===== config.mk =====
export PLATFORM = sky130hd
export DESIGN_NAME = ddr_frame_sink
export DESIGN_NICKNAME = d
export VERILOG_FILES = /design/src/rtl/maxbw_pkg.sv /design/src/rtl/frame_word_step.sv /design/src/rtl/ddr_frame_sink.sv
export SDC_FILE = /design/constraint.sdc
export NUM_CORES = 1
export LEC_CHECK = 0
export BUFFER_PORTS_ARGS = -buffer_cell sky130_fd_sc_hd__buf_2
export CORE_MARGIN = 5
export CORE_UTILIZATION = 25
export CTS_BUF_LIST = sky130_fd_sc_hd__clkbuf_4
export DETAILED_ROUTE_END_ITERATION = 10
export MAX_ROUTING_LAYER = met4
export PLACE_DENSITY = 0.36
export SYNTH_ARGS = -nofsm -noshare
export SYNTH_HDL_FRONTEND = slang
export SYNTH_SLANG_ARGS = --single-unit

===== constraint.sdc =====
create_clock -name clk -period 13.4 [get_ports clk]
set_input_delay 1.34 -clock clk [delete_from_list [all_inputs] [get_ports clk]]
set_output_delay 1.34 -clock clk [all_outputs]
set_load 0.01 [all_outputs]

===== src/rtl/maxbw_pkg.sv =====
// Shared types and constants for the DDR frame sink: parser state, statistic
// select codes and the default frame start marker.
package maxbw_pkg;

    typedef enum logic [1:0] {
        HUNT    = 2'd0,
        LEN_S   = 2'd1,
        PAYLOAD = 2'd2,
        CHECK   = 2'd3
    } state_t;

    typedef struct packed {
        state_t      st;
        logic [15:0] rem;
        logic [15:0] sum;
    } fsm_t;

    localparam logic [1:0] SEL_OK    = 2'd0;
    localparam logic [1:0] SEL_ERR   = 2'd1;
    localparam logic [1:0] SEL_SUM   = 2'd2;
    localparam logic [1:0] SEL_STATE = 2'd3;

    localparam logic [15:0] DEF_SYNC_WORD = 16'hA55A;

endpackage


===== src/rtl/frame_word_step.sv =====
// One word of the frame parser: pure combinational next-state, chained twice
// per cycle by the top so both DDR lanes are consumed in one clock.
module frame_word_step
    import maxbw_pkg::*;
#(
    parameter logic [15:0] SYNC_WORD = DEF_SYNC_WORD,
    parameter int          MAX_LEN   = 255
) (
    input  fsm_t        cur,
    input  logic [15:0] word,
    output fsm_t        nxt,
    output logic        ok,
    output logic        err
);

    localparam logic [16:0] MAX_LEN_W = 17'(MAX_LEN);

    always_comb begin
        nxt = cur;
        ok  = 1'b0;
        err = 1'b0;
        case (cur.st)
            HUNT: begin
                if (word == SYNC_WORD) nxt.st = LEN_S;
            end
            LEN_S: begin
                if (word == 16'd0 || {1'b0, word} > MAX_LEN_W) begin
                    err    = 1'b1;
                    nxt.st = HUNT;
                end else begin
                    nxt.rem = word;
                    nxt.sum = 16'd0;
                    nxt.st  = PAYLOAD;
                end
            end
            PAYLOAD: begin
                nxt.sum = cur.sum + word;
                nxt.rem = cur.rem - 16'd1;
                // rem is always >= 1 here because LEN 0 never reaches PAYLOAD
                if (cur.rem == 16'd1) nxt.st = CHECK;
            end
            default: begin
                if (word == cur.sum) ok = 1'b1;
                else                 err = 1'b1;
                nxt.st = HUNT;
            end
        endcase
    end

endmodule


===== src/rtl/ddr_frame_sink.sv =====
// Framed word-stream consumer behind the DDR capture stage: parses lo then hi
// word each enabled cycle, pulses good/bad frame and keeps saturating stats.
module ddr_frame_sink
    import maxbw_pkg::*;
#(
    parameter logic [15:0] SYNC_WORD = DEF_SYNC_WORD,
    parameter int          MAX_LEN   = 255
) (
    input  logic        clk,
    input  logic        rst,
    input  logic        in_valid,
    input  logic [15:0] in_lo,
    input  logic [15:0] in_hi,
    input  logic [1:0]  sel,
    output logic [7:0]  stat_out,
    output logic        frame_ok,
    output logic        frame_err,
    output logic        locked
);

    fsm_t        cur_q;
    fsm_t        mid, fin;
    logic        ok_lo, err_lo, ok_hi, err_hi;
    logic        ok_ev, err_ev;
    logic [7:0]  ok_cnt, err_cnt;
    logic [15:0] last_sum;

    frame_word_step #(.SYNC_WORD(SYNC_WORD), .MAX_LEN(MAX_LEN)) u_step_lo (
        .cur(cur_q), .word(in_lo), .nxt(mid), .ok(ok_lo), .err(err_lo)
    );

    frame_word_step #(.SYNC_WORD(SYNC_WORD), .MAX_LEN(MAX_LEN)) u_step_hi (
        .cur(mid), .word(in_hi), .nxt(fin), .ok(ok_hi), .err(err_hi)
    );

    // A frame is at least 4 words, so only one lane can terminate per cycle
    assign ok_ev  = in_valid & (ok_lo | ok_hi);
    assign err_ev = in_valid & (err_lo | err_hi);

    always_ff @(posedge clk) begin
        if (rst) begin
            cur_q     <= '{st: HUNT, rem: 16'd0, sum: 16'd0};
            ok_cnt    <= 8'd0;
            err_cnt   <= 8'd0;
            last_sum  <= 16'd0;
            stat_out  <= 8'd0;
            frame_ok  <= 1'b0;
            frame_err <= 1'b0;
            locked    <= 1'b0;
        end else begin
            frame_ok  <= ok_ev;
            frame_err <= err_ev;
            if (in_valid) begin
                cur_q  <= fin;
                locked <= (fin.st != HUNT);
            end else begin
                locked <= (cur_q.st != HUNT);
            end
            if (ok_ev && ok_cnt != 8'hFF)   ok_cnt  <= ok_cnt + 8'd1;
            if (err_ev && err_cnt != 8'hFF) err_cnt <= err_cnt + 8'd1;
            if (ok_ev) last_sum <= ok_lo ? in_lo : in_hi;
            case (sel)
                SEL_OK:  stat_out <= ok_cnt;
                SEL_ERR: stat_out <= err_cnt;
                SEL_SUM: stat_out <= last_sum[7:0];
                default: stat_out <= {locked, cur_q.st, 5'b0};
            endcase
        end
    end

endmodule

# --- After elaboration in Yosys (flattened, before gate mapping) ---
# Index checks and enable logic that the tools add are counted.
totals:
  reg_bits: 69
  in_bits: 37
  output_inout_bits: 11
  word_cells: 76
classes:
  n_addsub: 6
  n_lt_le_gt_ge: 2
  n_eq_ne: 14
  mux: 25
  bitwise_logic: 4
  reduce_logical: 15
op_table:
  columns: ["cell", "n"]
  rows:
  - ["32-bit case mux with 2 select lines", 2]
  - ["32-bit two-way mux", 2]
  - ["16-bit adder", 2]
  - ["16-bit by 1-bit == test with 1-bit output, second input constant", 2]
  - ["16-bit == test", 2]
  - ["16-bit == test, second input constant", 2]
  - ["16-bit by 8-bit greater-than comparator with 1-bit output, second input constant", 2]
  - ["16-bit logical NOT", 2]
  - ["16-bit by 1-bit subtractor with 16-bit output, second input constant", 2]
  - ["8-bit case mux with 3 select lines", 1]
  - ["8-bit by 1-bit adder with 8-bit output, second input constant", 2]
  - ["8-bit inequality test, second input constant", 2]
  - ["2-bit two-way mux", 6]
  - ["2-bit case mux with 3 select lines", 2]
  - ["1-bit two-way mux", 9]
  - ["8-bit two-way mux", 1]
  - ["2-bit by 1-bit == test with 1-bit output, second input constant", 3]
  - ["2-bit == test, second input constant", 3]
  - ["2-bit logical NOT", 3]
  - ["3-bit OR reduction", 2]
  - ["1-bit case mux with 2 select lines", 2]
  - ["2-bit nonzero test", 2]
  - ["2-bit OR reduction", 2]
  - ["1-bit AND", 2]
  - ["3 further kinds", 6]

# --- Depth between registers and ports, before layout ---
# Gate-level depths: netlist of the first run.
logic_depth:
  depth_word: 10
  mapped_depth: 19
  depth_no_buf: 18

# --- By module ---
# Synthesis of the first run repeated with hierarchy kept, for this count alone.
hier_totals:
  cells_unflattened: 804
  area_unflattened_um2: 6357.3
modules_own_cells:
  columns: ["module", "instances", "cells_each", "area_each_um2"]
  rows:
  - ["ddr_frame_sink", 1, 276, 2896.5]
  - ["frame_word_step (u_step_lo)", 1, 277, 1789.2]
  - ["frame_word_step (u_step_hi)", 1, 251, 1671.6]

# --- Least setup slack after synthesis of the first run ---
# Ideal clock, no wire load.
synth_path:
  path_type: "in2reg"
  startpoint: "in in_lo[0]"
  endpoint: "reg ok_cnt[7]"
  setup_ns: 0.123
  arrival_time_ns: 5.569
  t_required_ns: 13.277
  setup_slack_ns: 7.708
  path_stages: 15
  path_buffers: 2
  cell_sequence: "or4_4 -> o211a_4 -> o21ai_4 -> clkbuf_1 -> clkbuf_1 -> nand2_1 -> o21ai_0 -> ha_1 -> or4_1 -> nor4_1 -> and3_1 -> nand3_1 -> o31a_1 -> or4_1 -> mux2_1"
synth_via:
  elab_chain_cells: 10
synth_lines:
  columns: ["item", "line_no", "source"]
  rows:
  - ["start: declaration", "ddr_frame_sink.sv:12", "input logic [15:0] in_lo,"]
  - ["16-bit by 8-bit greater-than comparator with 1-bit output / 16-bit logical NOT (equally long branches)", "frame_word_step.sv:27", "if (word == 16'd0 || {1'b0, word} > MAX_LEN_W) begin"]
  - ["1-bit logical OR", "frame_word_step.sv:27", null]
  - ["32-bit two-way mux / 2-bit two-way mux (equally long branches)", "frame_word_step.sv:27", null]
  - ["32-bit case mux with 2 select lines / 2-bit case mux with 3 select lines (equally long branches)", "frame_word_step.sv:22", "case (cur.st)"]
  - ["16-bit == test, or another cell as far along", "frame_word_step.sv:43", "if (word == cur.sum) ok = 1'b1;"]
  - ["1-bit two-way mux / 3-bit OR reduction (equally long branches)", null, null]
  - ["1-bit two-way mux", "frame_word_step.sv:22", null]
  - ["1-bit bitwise OR *", "ddr_frame_sink.sv:37", "assign ok_ev = in_valid & (ok_lo | ok_hi);"]
  - ["1-bit AND *", "ddr_frame_sink.sv:37", null]
  - ["1-bit logical AND *", "ddr_frame_sink.sv:59", "if (ok_ev && ok_cnt != 8'hFF) ok_cnt <= ok_cnt + 8'd1;"]
  - ["end signal: assignment", "ddr_frame_sink.sv:59", null]
  - ["end: declaration", "ddr_frame_sink.sv:25", "logic [7:0] ok_cnt, err_cnt;"]
# Mark *: on every way between the ends. The rest lies on a longest branch, timed or not.
# A chain may end at the register's enable or synchronous reset.

# --- Worst setup path after layout of the first run ---
layout_path:
  startpoint: "in in_lo[4]"
  endpoint: "reg ok_cnt[2]"
# Same word-level chain as after synthesis.

==> results by group, run 1 <==
Power and ir drop
  – Switching part of the total: 40.01%
  – Register share of total power: 40.2%
  – PwrDens: 79.95 nW/µm²
  – Max VDD drop: 34.43 µV
  – Sw power: 218.4 µW
  – Internal power: 327.5 µW
  – Clock share of power: 27.4%
  – Leak pwr: 0.002625 µW
  – Logic gate share of total power: 32.5%

Route
  – Initial drt markers: 427
  – Vias per std cell: 5.555
  – WL per Instance: 21.47 µm
  – Antenna viol nets, final: 0
  – Routed wire length: 24800 µm
  – Via count: 6416
  – Initial DRT Pass Iterations: 4
  – Number of remaining DRC errors: 0

Hold path
  – Worst hold start: err_cnt[7]
  – WHS Endpoint: err_cnt[7]
  – HP Class: reg -> reg
  – Hold depth: 2

Global routing
  – Vias in the first global route: 6174
  – Grt ovf: 0
  – Largest net degree at the start of global routing: 76
  – GR Util All Layers: 17.75%
  – First-pass GRT wire length: 38000 µm
  – Initial antenna violation count: 2

Timing
  – Max Clock Skew: 23.69 ps
  – Final period demand of the worst path: 6141 ps
  – Final Hold Fails: 0
  – Fin. max-slew vios: 0
  – Endpoints failing setup: 0
  – Setup_tns: 0 ps
  – Fmax: 162.8 MHz
  – Slew at the pin closest to its max-slew limit: 1162 ps
  – Rel. slew slack: 21.70%
  – Final Cycle Share: 45.83%
  – RSZ-0062 raised after global routing: false

Clocking
  – CTS Sinks: 69
  – CTS Buffer Depth: 2
  – CTS tree: built
  – Clk_lat worst skew: 470 ps
  – Clk slew on worst S/H paths: 120 ps
  – Root buf cell: clkbuf_4
  – Cts-stage hold buffer count: 0
  – Setup bufs post-CTS: 0
  – Post-CTS Resized: 0
  – CTS H-tree depth: 3
  – Total CTS buffers: 9

Die
  – Core area: 24320 µm²
  – I/O Pins: 48
  – Initial Util: 25.46%
  – Die width: 167.4 µm
  – Chip height: 167.4 µm
  – Die area: 28010 µm²
  – FP Rows: 57

Layout
  – Fillers: 2621
  – Layout cells sized above 1: 11.82%
  – Area delta synth->final: 10.29%
  – Nets: 914
  – Area of the multi-input gates: 4501 µm²
  – Design Area, Final: 6828 µm²
  – Register area: 1381 µm²
  – Post-route insts no fill: 1155
  – Final core utilization: 28.08%

Setup path
  – CP arrival: 6490 ps
  – CP Class: in -> reg
  – Worst R2R Path Depth: 16
  – Crit start category: input port
  – RR Startpoint: cur_q[1]
  – CP Max Fanout: 12
  – R2r setup slk: 7940 ps
  – Worst Path Buf+Inv: 1
  – Delay-heaviest family, CP: compound AO/OA/AOI/OAI gates
  – Slowest cell delay on critical path: 950 ps
  – CP endpoint kind: flip-flop
  – Crit-path slowest cell: o31ai_2
  – Crit-path cells: buf_2, ha_1, and3_1, a221oi_1, a21oi_1, a21o_1, a21oi_1, xnor2_1, a22o_1, ha_1, or4_1, nor4_1, and3_1, nand3_1, o31ai_2, nand3_1, mux2_2
  – RR Endpoint: ok_cnt[2]
  – Critical Path RT: 13750 ps

Yosys
  – Yosys warns: 0
  – Synth Net Count: 898
  – Top_reg_cell synth: dfxtp_1
  – Number of flops mapped to enable cells by yosys: 0
  – Synthesized area: 6191 µm²
  – Synth area leaders: dfxtp_1, ha_1, nor2_1
  – Count leader, synth: nor2_1
  – Library cells used by synthesis: 72
  – Register area share after synthesis: 22.31%
  – Cells after Synth: 809
  – Largest area contributor in the netlist: dfxtp_1
  – Seq cells post-synth: 69
  – Post-synth top area share: 22.31%
  – Mean Syn Cell Area: 7.653 µm²
  – Top post-synthesis cells by count: nor2_1, dfxtp_1, nand2_1, a21oi_1, ha_1
  – Async SR Flop Fraction: 0%

Run
  – Max cap viols: 0

Placed design
  – Placed insts: 1138
  – DP Wirelength: 18460 µm
  – Placement Cell Area: 6691 µm²
  – Port bufs: 47
  – RD Place Congestion: 0.9031

Status
  – Status: finished, final reports clean
## power groups by stage
| stage | Sequential [µW] | Clock, µW | Combinational (µW) |
|---|---|---|---|
| global route | 221 | 164 | 194 |
| floorplan | 220 | 0 | 121 |
| finish | 219 | 149 | 177 |
| global placement | 224 | 0 | 177 |
| detailed placement | 224 | 0 | 175 |
| CTS | 219 | 158 | 176 |
## routing by layer
| metal | vias up | track usage [%] | wire, µm |
|---|---|---|---|
| li1 | 3074 | - | - |
| met1 | 3133 | 23.02 | 11580 |
| met2 | 187 | 29.50 | 11860 |
| met3 | 22 | 1.980 | 913 |
| met4 | 0 | 4.764 | 444 |
| met5 | - | - | 0 |
## cell type report
type	count	area share, %
clock buffer	9	0.9896
sequential	69	20.23
clock inverter	6	0.9346
tap	324	5.937
inverter	37	2.034
timing repair buffer	51	3.885
multi-input combinational	657	65.92
antenna	2	0.07330
## stage by stage
step                      total power (µW)  setup WS [ps]  hold slack [ps]
final                                545.8           7259            508.3
after global routing                 577.6           6836            531.7
after floorplan                      340.2           7708            453.7
after global placement               400.6           6815            471.7
after CTS                            552.7           7292            501.6
after detailed placement             398.7           6784            486.3
## cell families (layout without fill, tap and decap cells)
logic type | after synthesis | count (layout) | share of synthesized area (%)
xor+xnor | 27 | 27 | 3.820
flops | 69 | 69 | 22.31
compound gates | 241 | 241 | 26.84
mux | 36 | 36 | 6.790
buf+inv | 83 | 103 | 5.073
other cells | 0 | 2 | 0
fa+ha+maj | 52 | 52 | 10.75
simple gates | 301 | 301 | 24.41
## placed cells by master (no fill, tap or decap), types with 10 or more instances in the layout
master / n
a211oi_1: 17
a21o_1: 12
a21oi_1: 61
a221oi_1: 16
a22oi_1: 10
and3_1: 12
buf_2: 47
dfxtp_1: 69
ha_1: 50
inv_1: 37
mux2_2: 14
mux2i_1: 17
nand2_1: 64
nand3_1: 20
nand4_1: 11
nor2_1: 83
nor2b_1: 17
nor3_1: 29
nor4_1: 22
o21ai_0: 45
or4_1: 11
xnor2_1: 18
## worst reg2reg max path, cell delays in order, from the launching register on
cell,delay [ps]
dfxtp_1,440
ha_1,300
a21o_1,210
a221oi_1,420
a21oi_1,180
a21o_1,210
a21oi_1,190
xnor2_1,120
a22o_1,210
ha_1,360
or4_1,520
nor4_1,270
and3_1,320
nand3_1,140
o31ai_2,950
nand3_1,180
mux2_2,310
## sequential cells by signal (all words and copies together), names as in the netlist
name and count:
cur_q 34, err_cnt 8, frame_err 1, frame_ok 1
last_sum 8, locked 1, ok_cnt 8, stat_out 8
## worst max path at each step
stage | startpoint | to | slack, ps | depth (start not counted)
after floorplan | in_lo[0] | ok_cnt[7] | 7710 | 15
after global placement | in_lo[0] | ok_cnt[2] | 6820 | 18
after detailed placement | in_lo[0] | ok_cnt[2] | 6780 | 19
after CTS | in_lo[4] | ok_cnt[2] | 7290 | 17
after global routing | in_lo[0] | ok_cnt[2] | 6840 | 19
final | in_lo[4] | ok_cnt[2] | 7260 | 17
Note: power is estimated with default switching activity, not from simulation.
==> inputs of run 2 (changes only) <==
--- a/config.mk
+++ b/config.mk
@@ -11,7 +11,7 @@
 export CTS_BUF_LIST = sky130_fd_sc_hd__clkbuf_4
 export DETAILED_ROUTE_END_ITERATION = 10
 export MAX_ROUTING_LAYER = met4
-export PLACE_DENSITY = 0.36
+export PLACE_DENSITY = 0.37
 export SYNTH_ARGS = -nofsm -noshare
 export SYNTH_HDL_FRONTEND = slang
 export SYNTH_SLANG_ARGS = --single-unit
==> constraint.sdc (replaced) <==
create_clock -name clk -period 5.36 [get_ports clk]
set_input_delay 0.536 -clock clk [delete_from_list [all_inputs] [get_ports clk]]
set_output_delay 0.536 -clock clk [all_outputs]
set_load 0.01 [all_outputs]
==> run 2 against run 1 <==
Net effect: clock-buffer cell count unchanged; first-iteration DRC count increased by 18%; sequential share of layout area fell by 0.65 points; routed wire length is 1.5% higher; register-to-register slack worse by 7500 ps; largest cell class unchanged.
==> results by group, run 2 (synthesized netlist as in run 1, its figures left out) <==
Timing
  – RSZ-0062 raised after global routing: false
  – Endpoints failing setup: 0 (unchanged)
  – Max Clock Skew: 29.66 ps (+5.969 ps)
  – Setup_tns: 0 ps (unchanged)
  – Fin. max-slew vios: 0 (unchanged)
  – Slew at the pin closest to its max-slew limit: 912.0 ps (-250.3 ps)
  – Rel. slew slack: 38.93% (+17 points)
  – Final period demand of the worst path: 4899 ps
  – Final Cycle Share: 91.40%
  – Fmax: 204.1 MHz
  – PnR worst setup slack: 461.0 ps (-6798 ps)
  – Final Hold Fails: 0 (unchanged)

Setup path
  – Critical Path RT: 5750 ps (-8000 ps)
  – RR Startpoint: cur_q[3]
  – RR Endpoint: ok_cnt[7]
  – CP endpoint kind: flip-flop
  – CP Class: reg -> reg
  – CP Max Fanout: 5 (-7)
  – Crit start category: flip-flop
  – Crit-path slowest cell: or4_1
  – Worst R2R Path Depth: 16 (unchanged)
  – CP arrival: 5290 ps (-1200 ps)
  – R2r setup slk: 460 ps (-7480 ps)
  – Slowest cell delay on critical path: 530 ps (-420 ps)
  – Crit-path cells: ha_1, and3_1, a221oi_1, a21oi_1, a21o_1, a21oi_1, xnor2_1, a22o_1, ha_1, or4_1, nor4_1, and3_1, nand3_1, o31a_1, or4_1, mux2_1

Clocking
  – CTS Buffer Depth: 2 (unchanged)
  – Root buf cell: clkbuf_4
  – CTS tree: built
  – CTS Sinks: 69 (unchanged)
  – Clk_lat worst skew: 490 ps (+20 ps)
  – Clk slew on worst S/H paths: 160 ps (+40 ps)
  – Post-CTS Resized: 0 (unchanged)
  – Cts-stage hold buffer count: 0 (unchanged)
  – CTS H-tree depth: 3 (unchanged)
  – Setup bufs post-CTS: 0 (unchanged)
  – Total CTS buffers: 9 (unchanged)

Global routing
  – First-pass GRT wire length: 38180 µm (+0.47%)
  – Initial antenna violation count: 2 (unchanged)
  – Vias in the first global route: 6175 (+0.016%)
  – Grt ovf: 0 (unchanged)
  – Largest net degree at the start of global routing: 39 (-49%)
  – GR Util All Layers: 18.12% (+0.37 points)

Hold path
  – WHS Endpoint: cur_q[16]
  – Worst hold start: in_hi[0]
  – HP Class: in -> reg
  – Hold depth: 3 (+1)

Layout
  – Area delta synth->final: 13.95%
  – Final core utilization: 29.01% (+0.93 points)
  – Max reg flops: 34 (unchanged)
  – Highest-count cells in the layout ignoring fill and taps: nor2_1, dfxtp_1, nand2_1, a21oi_1, ha_1
  – Largest Register: cur_q
  – Most common cell after layout, fill and taps aside: nor2_1
  – Layout cells sized above 1: 14.80% (+3.0 points)
  – Fillers: 2687 (+2.5%)
  – Nets: 942 (+3.1%)

Route
  – Antenna viol nets, final: 0 (unchanged)
  – Routed wire length: 25170 µm (+1.5%)
  – Via count: 6430 (+0.22%)
  – Initial DRT Pass Iterations: 5 (+1)
  – Vias per std cell: 5.426 (-2.3%)
  – WL per Instance: 21.24 µm (-1.1%)
  – Initial drt markers: 504 (+18%)
  – Number of remaining DRC errors: 0 (unchanged)

Run
  – Max cap viols: 0 (unchanged)

Die
  – FP Rows: 57 (unchanged)
  – I/O Pins: 48 (unchanged)
  – Initial Util: 25.46% (unchanged)
  – Core area: 24320 µm² (unchanged)
  – Die area: 28010 µm² (unchanged)
  – Chip height: 167.4 µm (unchanged)
  – Die width: 167.4 µm (unchanged)

Placed design
  – DP Wirelength: 19480 µm (+5.5%)
  – Port bufs: 47 (unchanged)
  – Setup WS pre-CTS: 151.7 ps (-6632 ps)
  – RD Place Congestion: 0.8546 (-5.4%)

Power and ir drop
  – PwrDens: 197.3 nW/µm² (+150%)
  – Max VDD drop: 80.85 µV (+130%)
  – Leak pwr: 0.002765 µW (+5.3%)

Status
  – Status: finished, final reports clean
[run 2: cell type report]
cell class	count	area, µm²	share of cell area (%)
tap	324	405.4	5.747
inverter	37	138.9	1.969
antenna	3	7.507	0.1064
sequential	69	1381	19.58
multi-input combinational	657	4501	63.80
clock buffer	9	67.56	0.9578
clock inverter	7	65.06	0.9223
timing repair buffer	79	488.0	6.917
[run 2: power breakdown]
part,internal [µW],switching (µW),leakage (µW)
clock,108,273,0.0000718
combinational,166,296,0.00213
sequential,528,20.1,0.000561
[run 2: worst max path at each step]
stage                            to  cells after the start      from
after global routing      ok_cnt[3]                     18  cur_q[0]
final                     ok_cnt[7]                     16  cur_q[3]
after floorplan           ok_cnt[7]                     15  in_lo[0]
after CTS                 ok_cnt[3]                     17  cur_q[3]
after detailed placement  ok_cnt[3]                     18  in_lo[3]
after global placement    ok_cnt[7]                     19  in_lo[0]
[run 2: layer usage]
layer  global-route usage [%]  routed length, µm  vias up
met3                    2.381                863       32
met2                    28.99              11770      164
met5                        -                  0        -
met1                    24.18              12000     3101
li1                         -                  -     3133
met4                    4.869                537        0
[run 2: worst max-delay path, delay by kind of cell (launching register included)]
| kind | cells | cell delay, ps |
|---|---|---|
| AND/OR/NAND/NOR | 6 | 1800 |
| adder cells (fa/ha/maj) | 2 | 600 |
| AO/OA/AOI/OAI | 6 | 1520 |
| flip-flops | 1 | 440 |
| multiplexers | 1 | 310 |
| XOR/XNOR | 1 | 110 |
[run 2: through the flow]
stage          hold WS (ps)  cells  power, µW  instance area [µm²]
3_5_place_dp          478.2   1166       1019                 6914
2_1_floorplan         453.7    809      850.4                 6191
4_1_cts               350.0   1182       1411                 7047
6_report              387.5   1185       1392                 7054
5_1_grt               381.6   1185       1482                 7054
3_3_place_gp          472.1   1166       1027                 6914
